## config.mk

```make
export PLATFORM = sky130hd
export DESIGN_NAME = btn_event_ctrl
export DESIGN_NICKNAME = d
export VERILOG_FILES = /design/src/rtl/btn_event_ctrl.sv
export SDC_FILE = /design/constraint.sdc
export NUM_CORES = 1
export LEC_CHECK = 0
export CELL_PAD_IN_SITES_DETAIL_PLACEMENT = 1
export CELL_PAD_IN_SITES_GLOBAL_PLACEMENT = 1
export CORE_MARGIN = 5
export CORE_UTILIZATION = 34
export DETAILED_ROUTE_END_ITERATION = 10
export PLACE_DENSITY_LB_ADDON = 0.25
export REMOVE_ABC_BUFFERS = 1
export SETUP_SLACK_MARGIN = 0.02
export SLEW_MARGIN = 10
export SYNTH_ARGS = -nofsm -noshare
export SYNTH_HDL_FRONTEND = slang
export SYNTH_SLANG_ARGS = --single-unit
```

## constraint.sdc

```tcl
create_clock -name clck_i -period 1.67 [get_ports clck_i]
set_input_delay 0.334 -clock clck_i [delete_from_list [all_inputs] [get_ports clck_i]]
set_output_delay 0.334 -clock clck_i [all_outputs]
set_load 0.01 [all_outputs]
```

## src/rtl/btn_event_ctrl.sv

```systemverilog
// Button event controller: turns a debounced button level into short/long press events,
// counts presses and exposes them on a read-only register port with a level IRQ.
// Optional auto-repeat while held long: define BTN_EVT_REPEAT_EN.
module btn_event_ctrl #(
    parameter int LONG_CYCLES   = 50_000_000,
    parameter int REPEAT_CYCLES = 10_000_000,
    parameter int CNT_W         = 8,
    parameter int DUR_W         = 24
) (
    input  logic        clck_i,
    input  logic        rst_i,
    input  logic        btn_signal_i,
    input  logic        rd_en_i,
    input  logic [1:0]  addr_i,
    output logic [31:0] data_o,
    output logic        irq_o
);

    typedef enum logic [1:0] {IDLE, PRESS, HOLD} state_t;

    localparam logic [31:0] LONG_LAST = 32'(LONG_CYCLES - 1);

    state_t             state_reg;
    logic               btn_q;
    logic               armed_reg;
    logic               short_evt_reg;
    logic               long_evt_reg;
    logic               rep_flag;
    logic [CNT_W-1:0]   press_cnt_reg;
    logic [DUR_W-1:0]   hold_cnt_reg;
    logic [DUR_W-1:0]   last_dur_reg;

`ifdef BTN_EVT_REPEAT_EN
    localparam int REP_W = $clog2(REPEAT_CYCLES);
    localparam logic [REP_W-1:0] REP_LAST = REP_W'(REPEAT_CYCLES - 1);
    logic [REP_W-1:0]   rep_cnt_reg;
    logic               rep_flag_reg;
    assign rep_flag = rep_flag_reg;
`else
    // Repeat disabled: the parameter is accepted so both builds share one interface.
    localparam int unused_repeat_cycles = REPEAT_CYCLES;
    assign rep_flag = 1'b0;
`endif

    logic               rise;
    logic               fall;
    logic               rd_status;
    logic               rd_press;
    logic               hold_at_long;
    logic [DUR_W-1:0]   hold_inc;
    logic [CNT_W-1:0]   press_bump;
    logic [31:0]        rd_data;

    // armed_reg blocks a level that was already high when reset released from looking like a rise.
    assign rise         = btn_signal_i & ~btn_q & armed_reg;
    assign fall         = ~btn_signal_i & btn_q;
    assign rd_status    = rd_en_i & (addr_i == 2'd0);
    assign rd_press     = rd_en_i & (addr_i == 2'd1);
    assign hold_at_long = ({{(32-DUR_W){1'b0}}, hold_cnt_reg} == LONG_LAST);
    assign hold_inc     = (&hold_cnt_reg) ? hold_cnt_reg : hold_cnt_reg + 1'b1;
    // A clearing read on the same edge as an increment leaves exactly one press counted.
    assign press_bump   = rd_press ? CNT_W'(1)
                        : ((&press_cnt_reg) ? press_cnt_reg : press_cnt_reg + 1'b1);

    always_comb begin
        rd_data = '0;
        case (addr_i)
            2'd0:    rd_data = {27'b0, rep_flag, (state_reg == HOLD),
                                long_evt_reg, short_evt_reg, btn_q};
            2'd1:    rd_data = {{(32-CNT_W){1'b0}}, press_cnt_reg};
            2'd2:    rd_data = {{(32-DUR_W){1'b0}}, last_dur_reg};
            default: rd_data = '0;
        endcase
    end

    always_ff @(posedge clck_i or negedge rst_i) begin
        if (!rst_i) begin
            state_reg     <= IDLE;
            btn_q         <= 1'b0;
            armed_reg     <= 1'b0;
            short_evt_reg <= 1'b0;
            long_evt_reg  <= 1'b0;
            press_cnt_reg <= '0;
            hold_cnt_reg  <= '0;
            last_dur_reg  <= '0;
            data_o        <= '0;
            irq_o         <= 1'b0;
`ifdef BTN_EVT_REPEAT_EN
            rep_cnt_reg   <= '0;
            rep_flag_reg  <= 1'b0;
`endif
        end else begin
            btn_q <= btn_signal_i;
            irq_o <= short_evt_reg | long_evt_reg;
            if (!btn_signal_i)
                armed_reg <= 1'b1;
            if (rd_en_i)
                data_o <= rd_data;

            // Clears first; any set below on the same edge overrides them.
            if (rd_status) begin
                short_evt_reg <= 1'b0;
                long_evt_reg  <= 1'b0;
`ifdef BTN_EVT_REPEAT_EN
                rep_flag_reg  <= 1'b0;
`endif
            end
            if (rd_press)
                press_cnt_reg <= '0;

            case (state_reg)
                IDLE: begin
                    if (rise) begin
                        state_reg     <= PRESS;
                        hold_cnt_reg  <= DUR_W'(1);
                        press_cnt_reg <= press_bump;
                    end
                end
                PRESS: begin
                    if (fall) begin
                        state_reg     <= IDLE;
                        short_evt_reg <= 1'b1;
                        last_dur_reg  <= hold_cnt_reg;
                    end else if (btn_signal_i) begin
                        hold_cnt_reg <= hold_inc;
                        if (hold_at_long) begin
                            state_reg    <= HOLD;
                            long_evt_reg <= 1'b1;
`ifdef BTN_EVT_REPEAT_EN
                            rep_cnt_reg  <= '0;
`endif
                        end
                    end
                end
                HOLD: begin
                    if (fall) begin
                        state_reg    <= IDLE;
                        last_dur_reg <= hold_cnt_reg;
                    end else if (btn_signal_i) begin
                        hold_cnt_reg <= hold_inc;
`ifdef BTN_EVT_REPEAT_EN
                        if (rep_cnt_reg == REP_LAST) begin
                            rep_cnt_reg   <= '0;
                            long_evt_reg  <= 1'b1;
                            rep_flag_reg  <= 1'b1;
                            press_cnt_reg <= press_bump;
                        end else begin
                            rep_cnt_reg <= rep_cnt_reg + 1'b1;
                        end
`endif
                    end
                end
                default: state_reg <= IDLE;
            endcase
        end
    end

endmodule

```

# Word-level counts from Yosys, hierarchy flattened

Index checks and enable logic that the tools add are counted.

Muxes and demuxes: 17
Eq/ne operators: 10
Bitwise logic cells: 7
Reduce and logical (&&, ||, !) cells: 9
Add/sub/neg operators: 2

Operators with widths:

| cell                                                                   | count |
|---|---|
| 24-bit 2-to-1 mux                                                      | 4 |
| 24-bit case mux with 3 select lines                                    | 1 |
| 24-bit case mux with 2 select lines                                    | 1 |
| 8-bit 2-to-1 mux                                                       | 5 |
| 24-bit by 1-bit adder with 24-bit output (second input constant)       | 1 |
| 24-bit AND reduction                                                   | 1 |
| 8-bit by 1-bit adder with 8-bit output (second input constant)         | 1 |
| 8-bit AND reduction                                                    | 1 |
| 2-bit != test (second input constant)                                  | 3 |
| 1-bit bitwise AND                                                      | 5 |
| 5-bit AND reduction                                                    | 1 |
| 2-bit by 1-bit equality test with 1-bit output (second input constant) | 2 |
| 2-bit equality test (second input constant)                            | 2 |
| 2-bit logical NOT                                                      | 2 |
| 2-bit 2-to-1 mux                                                       | 2 |
| 2-bit by 1-bit != test with 1-bit output (second input constant)       | 2 |
| 4-bit != test (second input constant)                                  | 1 |
| 2-bit case mux with 2 select lines                                     | 1 |
| 2-bit AND reduction                                                    | 2 |
| 1-bit 2-to-1 mux                                                       | 3 |
| 1-bit NOT                                                              | 2 |
| 2-bit nonzero test                                                     | 1 |
| 2-bit OR reduction                                                     | 1 |

Register bits: 94
Logic and storage cells: 54
Output and inout bits: 33
Bits of input ports: 6

# Longest topological paths before layout

Gate-level depths: netlist of run 1.

Depth in word-level cells: 5
Gate-level depth with buffers: 7
Gate-level depth less buffers: 6

# Worst setup path before layout of run 1

Ideal clock, no wire load.

Path kind: input to register
Start point: in rd_en_i
End point: reg press_cnt_reg[5]
Path slack: 24 ps
Stages on the path: 7
Data arrival time: 1526 ps
Setup time: 120 ps
Data required time: 1550 ps
Buffers on the path: 2
Path through: clkbuf_1 -> and3b_1 -> buf_2 -> or3_1 -> nor3b_1 -> xnor2_1 -> nor2_1

Cells in the longest elaborated chain, start to end: 4
Elaborated cells on any way between the ends: 6
Those cells by class: eq/ne (1); mux (4); bitwise (1)

Ends and longest elaborated chain:

| element                             | RTL line | source |
|---|---|---|
| from (decl)                         | 13       | `input logic rd_en_i,` |
| 1-bit bitwise AND *                 | 58       | `assign rd_press = rd_en_i & (addr_i == 2'd1);` |
| 8-bit 2-to-1 mux (on tied branches) | 108, 62  |  |
| 8-bit 2-to-1 mux                    | 113      | `if (rise) begin` |
| 8-bit 2-to-1 mux                    | 111      | `case (state_reg)` |
| to (signal assigned)                | 116      | `press_cnt_reg <= press_bump;` |
| to (decl)                           | 29       | `logic [CNT_W-1:0] press_cnt_reg;` |

Mark *: on every way between the ends. The rest lies on a longest branch, timed or not.
A chain may end at the register's enable or synchronous reset.

# Worst setup path in the final report of run 1

Start point: reg state_reg[0]
End point: reg press_cnt_reg[6]

Cells in the longest elaborated chain, start to end: 2
Elaborated cells on any way between the ends: 3
Those cells by class: eq/ne (1); mux (1); reduce/logical (1)

Ends and longest elaborated chain:

| element                                                            | RTL line | source |
|---|---|---|
| from (decl)                                                        | 23       | `state_t state_reg;` |
| from (signal assigned)                                             | 78       | `state_reg <= IDLE;` |
| from (signal assigned)                                             | 114      | `state_reg <= PRESS;` |
| from (signal assigned)                                             | 121      | `state_reg <= IDLE;` |
| 2-bit logical NOT *                                                | 111      |  |
| 4-bit != test (no source line) or 8-bit 2-to-1 mux (tied branches) | n/a      |  |

Marked as above.

==> results.ini, run 1 <==
[placement]
numPortBuffers=30
placedCellCount=611
finalWeightedCongestion=0.835
hpwlAfterDp_um=7500

[drt]
drt_pre_antenna_iters=4
dr.first_iter.drc_count=203
num_vias=3193
wl_um=10500
ant_nets=0
wl_per_cell_um=16.5
viasPerCell=5.03
route.detailed.drc=0

[sta]
grt_setup_unrepaired=true
setup_viol=1
drv_slew=0
max_freq_ghz=0.589
worst_slew_pin_slew_ns=0.601
setup_slack_ns=-0.0268
finalHoldViolations=0
skew_ns=0.00638
fin_crit_ns=1.70
finalCritPeriodShare=1.02
relSlewSlack=0.598

[floorplanning]
fp-row-count=39
dieArea_um2=13900
die_x_um=118
coreArea_um2=11400
start_util=0.346
die_y_um=118
ios=39

[global_routing]
grt_max_degree=39
antenna_found_initial=0
grtUsageTotal=0.153
overflow=0
grt_first_pass_wirelength_um=17200
grt_pass1_vias=3380

[worst_hold_path]
hp-class=in -> reg
holdPathEnd=btn_q
min_from=btn_signal_i
min_path_cells=2

[cells_and_area]
area_delta_synth_final_pct=35.1
fillers=1285
final_util=0.468
drive_above_1_share=0.278
mostFrequentLayoutCells=dfrtp_1 (83), buf_4 (66), nand2_1 (42)
final_common_cell=dfrtp_1
diodes=0
final_cells=635
fin_nets=497

[run]
drv_cap=0

[clocking]
clk_pin_slew_ns=0.06
cts_tree=built
cts.sinks=85
h-tree-depth=3
clk_latency_ns=0.34
cts_buffer_depth=2
numCtsBuffers=9
cts_root_buffer=clkbuf_16

[setup_path]
rr_startpoint=state_reg[0]
rrSetupSlack_ns=-0.03
r2r_cells=6
crit_required_ns=1.89
path_max_fanout=8
path_class=reg -> reg
cp.arrival_ns=1.92
worstReg2RegEnd=press_cnt_reg[6]
worstSetupEndpointType=register
crit_path_start_kind=register

[synthesis]
synthFlopType=dfrtp_1
synth-seq-cells=85
postSynth.asyncResetShare=1.00
synth_cell_type_count=49
syn_avg_cell_area_um2=10.1
synth_edf_count=0
netlist_area_um2=3960
yosys_warnings=0
synthCells=391
synth_seq_area_share=0.538

[run_status]
violations=setup timing
status=complete, but fails checks

[power_and_ir_drop]
ir_drop_mv=0.615
power.density_nw_per_um2=1110
p_total_uw=5920
leakage_uw=0.00239

[through the flow]
stage / cell area (µm²) / TNS [ns] / hold WS (ns) / setup slack, ns
3_5_place_dp: 4850 / -16.16 / 0.274 / -0.328
4_1_cts: 5190 / -0.00180 / 0.423 / -0.00180
5_1_grt: 5340 / -0.333 / 0.399 / -0.0771
6_report: 5340 / -0.0268 / 0.391 / -0.0268
3_3_place_gp: 4850 / -14.60 / 0.273 / -0.339
2_1_floorplan: 3840 / -5.49 / 0.0384 / -0.243
[synth_stat cells, types with 5 or more instances]
cell	instances	area share
buf_2	5	0.0063
nand3_1	15	0.019
nand2_1	44	0.042
nor2_1	24	0.023
o31ai_1	7	0.013
dfrtp_1	85	0.54
inv_1	24	0.023
clkbuf_1	8	0.0076
or3_1	5	0.0079
a22o_1	5	0.011
mux2_2	22	0.063
o21ai_0	40	0.051
buf_4	11	0.021
nor3_1	5	0.0063
nor2b_1	7	0.011
a22oi_1	6	0.011
a21oi_1	17	0.022
mux2i_1	6	0.015
nand4_1	11	0.017
[critical path: stages, from the launching register on]
cell and delay [ns]:
dfrtp_2 0.45, buf_4 0.18, inv_1 0.09, nand3_2 0.12, or3_1 0.46, nor3_2 0.19, a211oi_2 0.08
[timing repair]
action	in CTS	in global routing
resized for setup	7	30
hold buffers	1	0
setup buffers	1	9
endpoints found under the hold margin	23	0
pin swaps	3	10
setup endpoints to repair	5	23
[logic make-up after synthesis]
| logic type | synth area share |
|---|---|
| simple gates | 0.171 |
| compound gates | 0.137 |
| flops | 0.538 |
| buf+inv | 0.0585 |
| mux | 0.0778 |
| xor+xnor | 0.0111 |
| fa+ha+maj | 0.00633 |
| other cells | 0.000948 |
[report_power, final]
group | internal, µW | switching (µW) | total [µW]
logic | 666 | 609 | 1280
clock network | 1270 | 781 | 2050
registers | 2380 | 222 | 2600
[per-layer routing]
| metal | wire (µm) | GRT usage | vias to the layer above |
|---|---|---|---|
| li1 | - | - | 1541 |
| met1 | 4820 | 0.203 | 1585 |
| met2 | 5020 | 0.244 | 55 |
| met3 | 390 | 0.0250 | 12 |
| met4 | 267 | 0.0753 | 0 |
| met5 | 0 | 0 | - |
[worst max-delay path by stage]
stage | start | endpoint | slack (ns) | cells after the start
after floorplan | state_reg[0] | last_dur_reg[0] | -0.24 | 2
after global placement | rd_en_i | press_cnt_reg[5] | -0.34 | 6
after detailed placement | rd_en_i | press_cnt_reg[2] | -0.33 | 6
after CTS | hold_cnt_reg[0] | hold_cnt_reg[11] | -0.002 | 8
after global routing | state_reg[0] | press_cnt_reg[6] | -0.08 | 6
final | state_reg[0] | press_cnt_reg[6] | -0.03 | 6
[layout make-up]
class,instances,area [µm²],area share
clock buffers,13,270,0.0506
clock inverters,1,30.0,0.00562
inverters,24,90.1,0.0169
multi-input cells,264,1710,0.319
flip-flops and latches,85,2130,0.399
well taps,143,179,0.0335
repair buffers,105,937,0.175
Power figures use the tool's default switching activity.
==> run 2: changes to the inputs <==
--- a/config.mk
+++ b/config.mk
@@ -10,7 +10,7 @@
 export CORE_MARGIN = 5
 export CORE_UTILIZATION = 34
 export DETAILED_ROUTE_END_ITERATION = 10
-export PLACE_DENSITY_LB_ADDON = 0.25
+export PLACE_DENSITY = 0.72
 export REMOVE_ABC_BUFFERS = 1
 export SETUP_SLACK_MARGIN = 0.02
 export SLEW_MARGIN = 10
==> results.ini, run 2 (same netlist as run 1, synthesis figures left out) <==
[global_routing]
overflow=0  ; unchanged
grt-busiest-layer=met2  ; unchanged
use_met3=0.0322  ; was 0.0250
grtUsageMet1=0.208  ; was 0.203
grtUsageTotal=0.165  ; was 0.153
antenna_found_initial=0  ; unchanged
use_met2=0.277  ; was 0.244
grt_max_degree=55  ; was 39
grt_pass1_vias=3668  ; was 3380
grt_first_pass_wirelength_um=18600  ; was 17200 µm

[floorplanning]
die_x_um=118  ; unchanged
dieArea_um2=13900  ; unchanged
start_util=0.346  ; unchanged
coreArea_um2=11400  ; unchanged
die_y_um=118  ; unchanged
fp-row-count=39  ; unchanged
ios=39  ; unchanged

[setup_path]
rrSetupSlack_ns=-0.04  ; was -0.03 ns
rr_startpoint=hold_cnt_reg[8]  ; was state_reg[0]
cp.arrival_ns=1.99  ; was 1.92 ns
path_max_fanout=4  ; was 8
crit_path_start_kind=register  ; unchanged
worstReg2RegEnd=hold_cnt_reg[19]  ; was press_cnt_reg[6]
path_class=reg -> reg  ; unchanged
worstSetupEndpointType=register  ; unchanged
r2r_cells=6  ; unchanged
crit_required_ns=1.95  ; was 1.89 ns

[sta]
finalCritPeriodShare=1.02  ; about the same
drv_slew=0  ; unchanged
timing.hold.ws_ns=0.400  ; was 0.391 ns
setup_viol=1  ; unchanged
setup_slack_ns=-0.0361  ; was -0.0268 ns
grt_setup_unrepaired=true  ; unchanged
skew_ns=0.00813  ; was 0.00638 ns
finalHoldViolations=0  ; unchanged
fin_crit_ns=1.71  ; was 1.70 ns
max_freq_ghz=0.586  ; was 0.589 GHz

[power_and_ir_drop]
switching_share=0.291  ; was 0.272
sequentialPowerShare=0.443  ; was 0.439
clock_power_share=0.313  ; was 0.345
p_int_uw=4130  ; was 4310 µW
power.density_nw_per_um2=1080  ; was 1110 nW/µm²
p_comb_frac=0.244  ; was 0.215
leakage_uw=0.00241  ; was 0.00239 µW
power.switching_uw=1700  ; was 1610 µW
ir_drop_mv=0.471  ; was 0.615 mV

[placement]
hpwlAfterDp_um=7630  ; was 7500 µm
placed_area_um2=4860  ; was 4850 µm²
numPortBuffers=30  ; unchanged
place_ws_ns=-0.342  ; was -0.328 ns
finalWeightedCongestion=0.861  ; was 0.835

[drt]
ant_nets=0  ; unchanged
viasPerCell=5.27  ; was 5.03
dr.first_iter.drc_count=130  ; was 203
wl_um=11500  ; was 10500 µm
num_vias=3385  ; was 3193
drt_pre_antenna_iters=6  ; was 4
route.detailed.drc=0  ; unchanged
wl_per_cell_um=17.9  ; was 16.5 µm

[worst_hold_path]
holdPathEnd=irq_o  ; was btn_q
min_path_cells=0  ; was 2
hp-class=reg -> reg  ; was in -> reg
min_from=short_evt_reg  ; was btn_signal_i

[cells_and_area]
diodes=0  ; unchanged
final_common_cell=dfrtp_1  ; unchanged
fin_nets=503  ; was 497
area_delta_synth_final_pct=36.6  ; was 35.1%
drive_above_1_share=0.299  ; was 0.278
mostFrequentLayoutCells=dfrtp_1 (83), buf_4 (69), nand2_1 (41)  ; was dfrtp_1 (83), buf_4 (66), nand2_1 (42)
fillers=1283  ; was 1285
design_area_um2=5400  ; was 5340 µm²
multi_input_area_um2=1780  ; was 1710 µm²
seq_area_um2=2130  ; unchanged

[run_status]
violations=setup timing  ; unchanged
status=complete, but fails checks  ; unchanged

[clocking]
cts.sinks=85  ; unchanged
cts_buffer_depth=2  ; unchanged
numCtsBuffers=9  ; unchanged
h-tree-depth=3  ; unchanged
clk_pin_slew_ns=0.06  ; about the same
cts_tree=built  ; unchanged
clk_latency_ns=0.34  ; about the same
cts_root_buffer=clkbuf_16  ; unchanged

[run]
drv_cap=0  ; unchanged

## run 2: timing repair
item,4_1_cts,5_1_grt
cloned,1,0
hold endpoints to repair,36,0
setup buffers,5,5
endpoints found under the setup margin,15,57
resized for setup,14,35
hold buffers,1,0
pin swaps,10,15
## run 2: power groups by stage
stage	clock network (µW)	logic [µW]	registers [µW]
after CTS	1850	1310	2590
after floorplan	0	467	2680
after global routing	1930	1560	2630
after global placement	0	1170	2610
final	1820	1420	2580
after detailed placement	0	1230	2620
## run 2: worst max-delay path: stages, from the launching register on
cell,delay [ns]
dfrtp_1,0.37
nand4_1,0.20
nor3_2,0.22
buf_4,0.19
nand2_2,0.07
or4_4,0.51
nand3_2,0.08
## run 2: how the worst max path moves through the flow
stage	start	endpoint	slack, ns	cells past startpoint
detailed placement	btn_signal_i	hold_cnt_reg[0]	-0.34	4
floorplan	state_reg[0]	last_dur_reg[0]	-0.24	2
global placement	rd_en_i	press_cnt_reg[3]	-0.32	6
global route	hold_cnt_reg[8]	hold_cnt_reg[19]	-0.11	6
finish	hold_cnt_reg[8]	hold_cnt_reg[19]	-0.04	6
CTS	hold_cnt_reg[1]	hold_cnt_reg[18]	0.004	7
## run 2: area by class of cell
cell class | count | area share
clock buffer | 13 | 0.0463
clock inverter | 2 | 0.00185
sequential | 85 | 0.394
tap | 143 | 0.0331
multi-input combinational | 265 | 0.330
inverter | 24 | 0.0167
timing repair buffer | 110 | 0.178
## run 2: layer usage
layer  up-vias  wire length [µm]
met1      1712              4930
li1       1555                 -
met2        91              5780
met4         0               265
met5         -                 0
met3        27               511
## run 2: per-stage QoR
stage	cells	power, µW	setup TNS [ns]	utilization
after floorplan	373	3140	-5.49	-
after global placement	615	3780	-15.79	0.426
after detailed placement	615	3860	-18.74	0.426
after CTS	637	5750	0	0.459
after global routing	642	6120	-0.536	0.473
final	642	5830	-0.0361	0.473
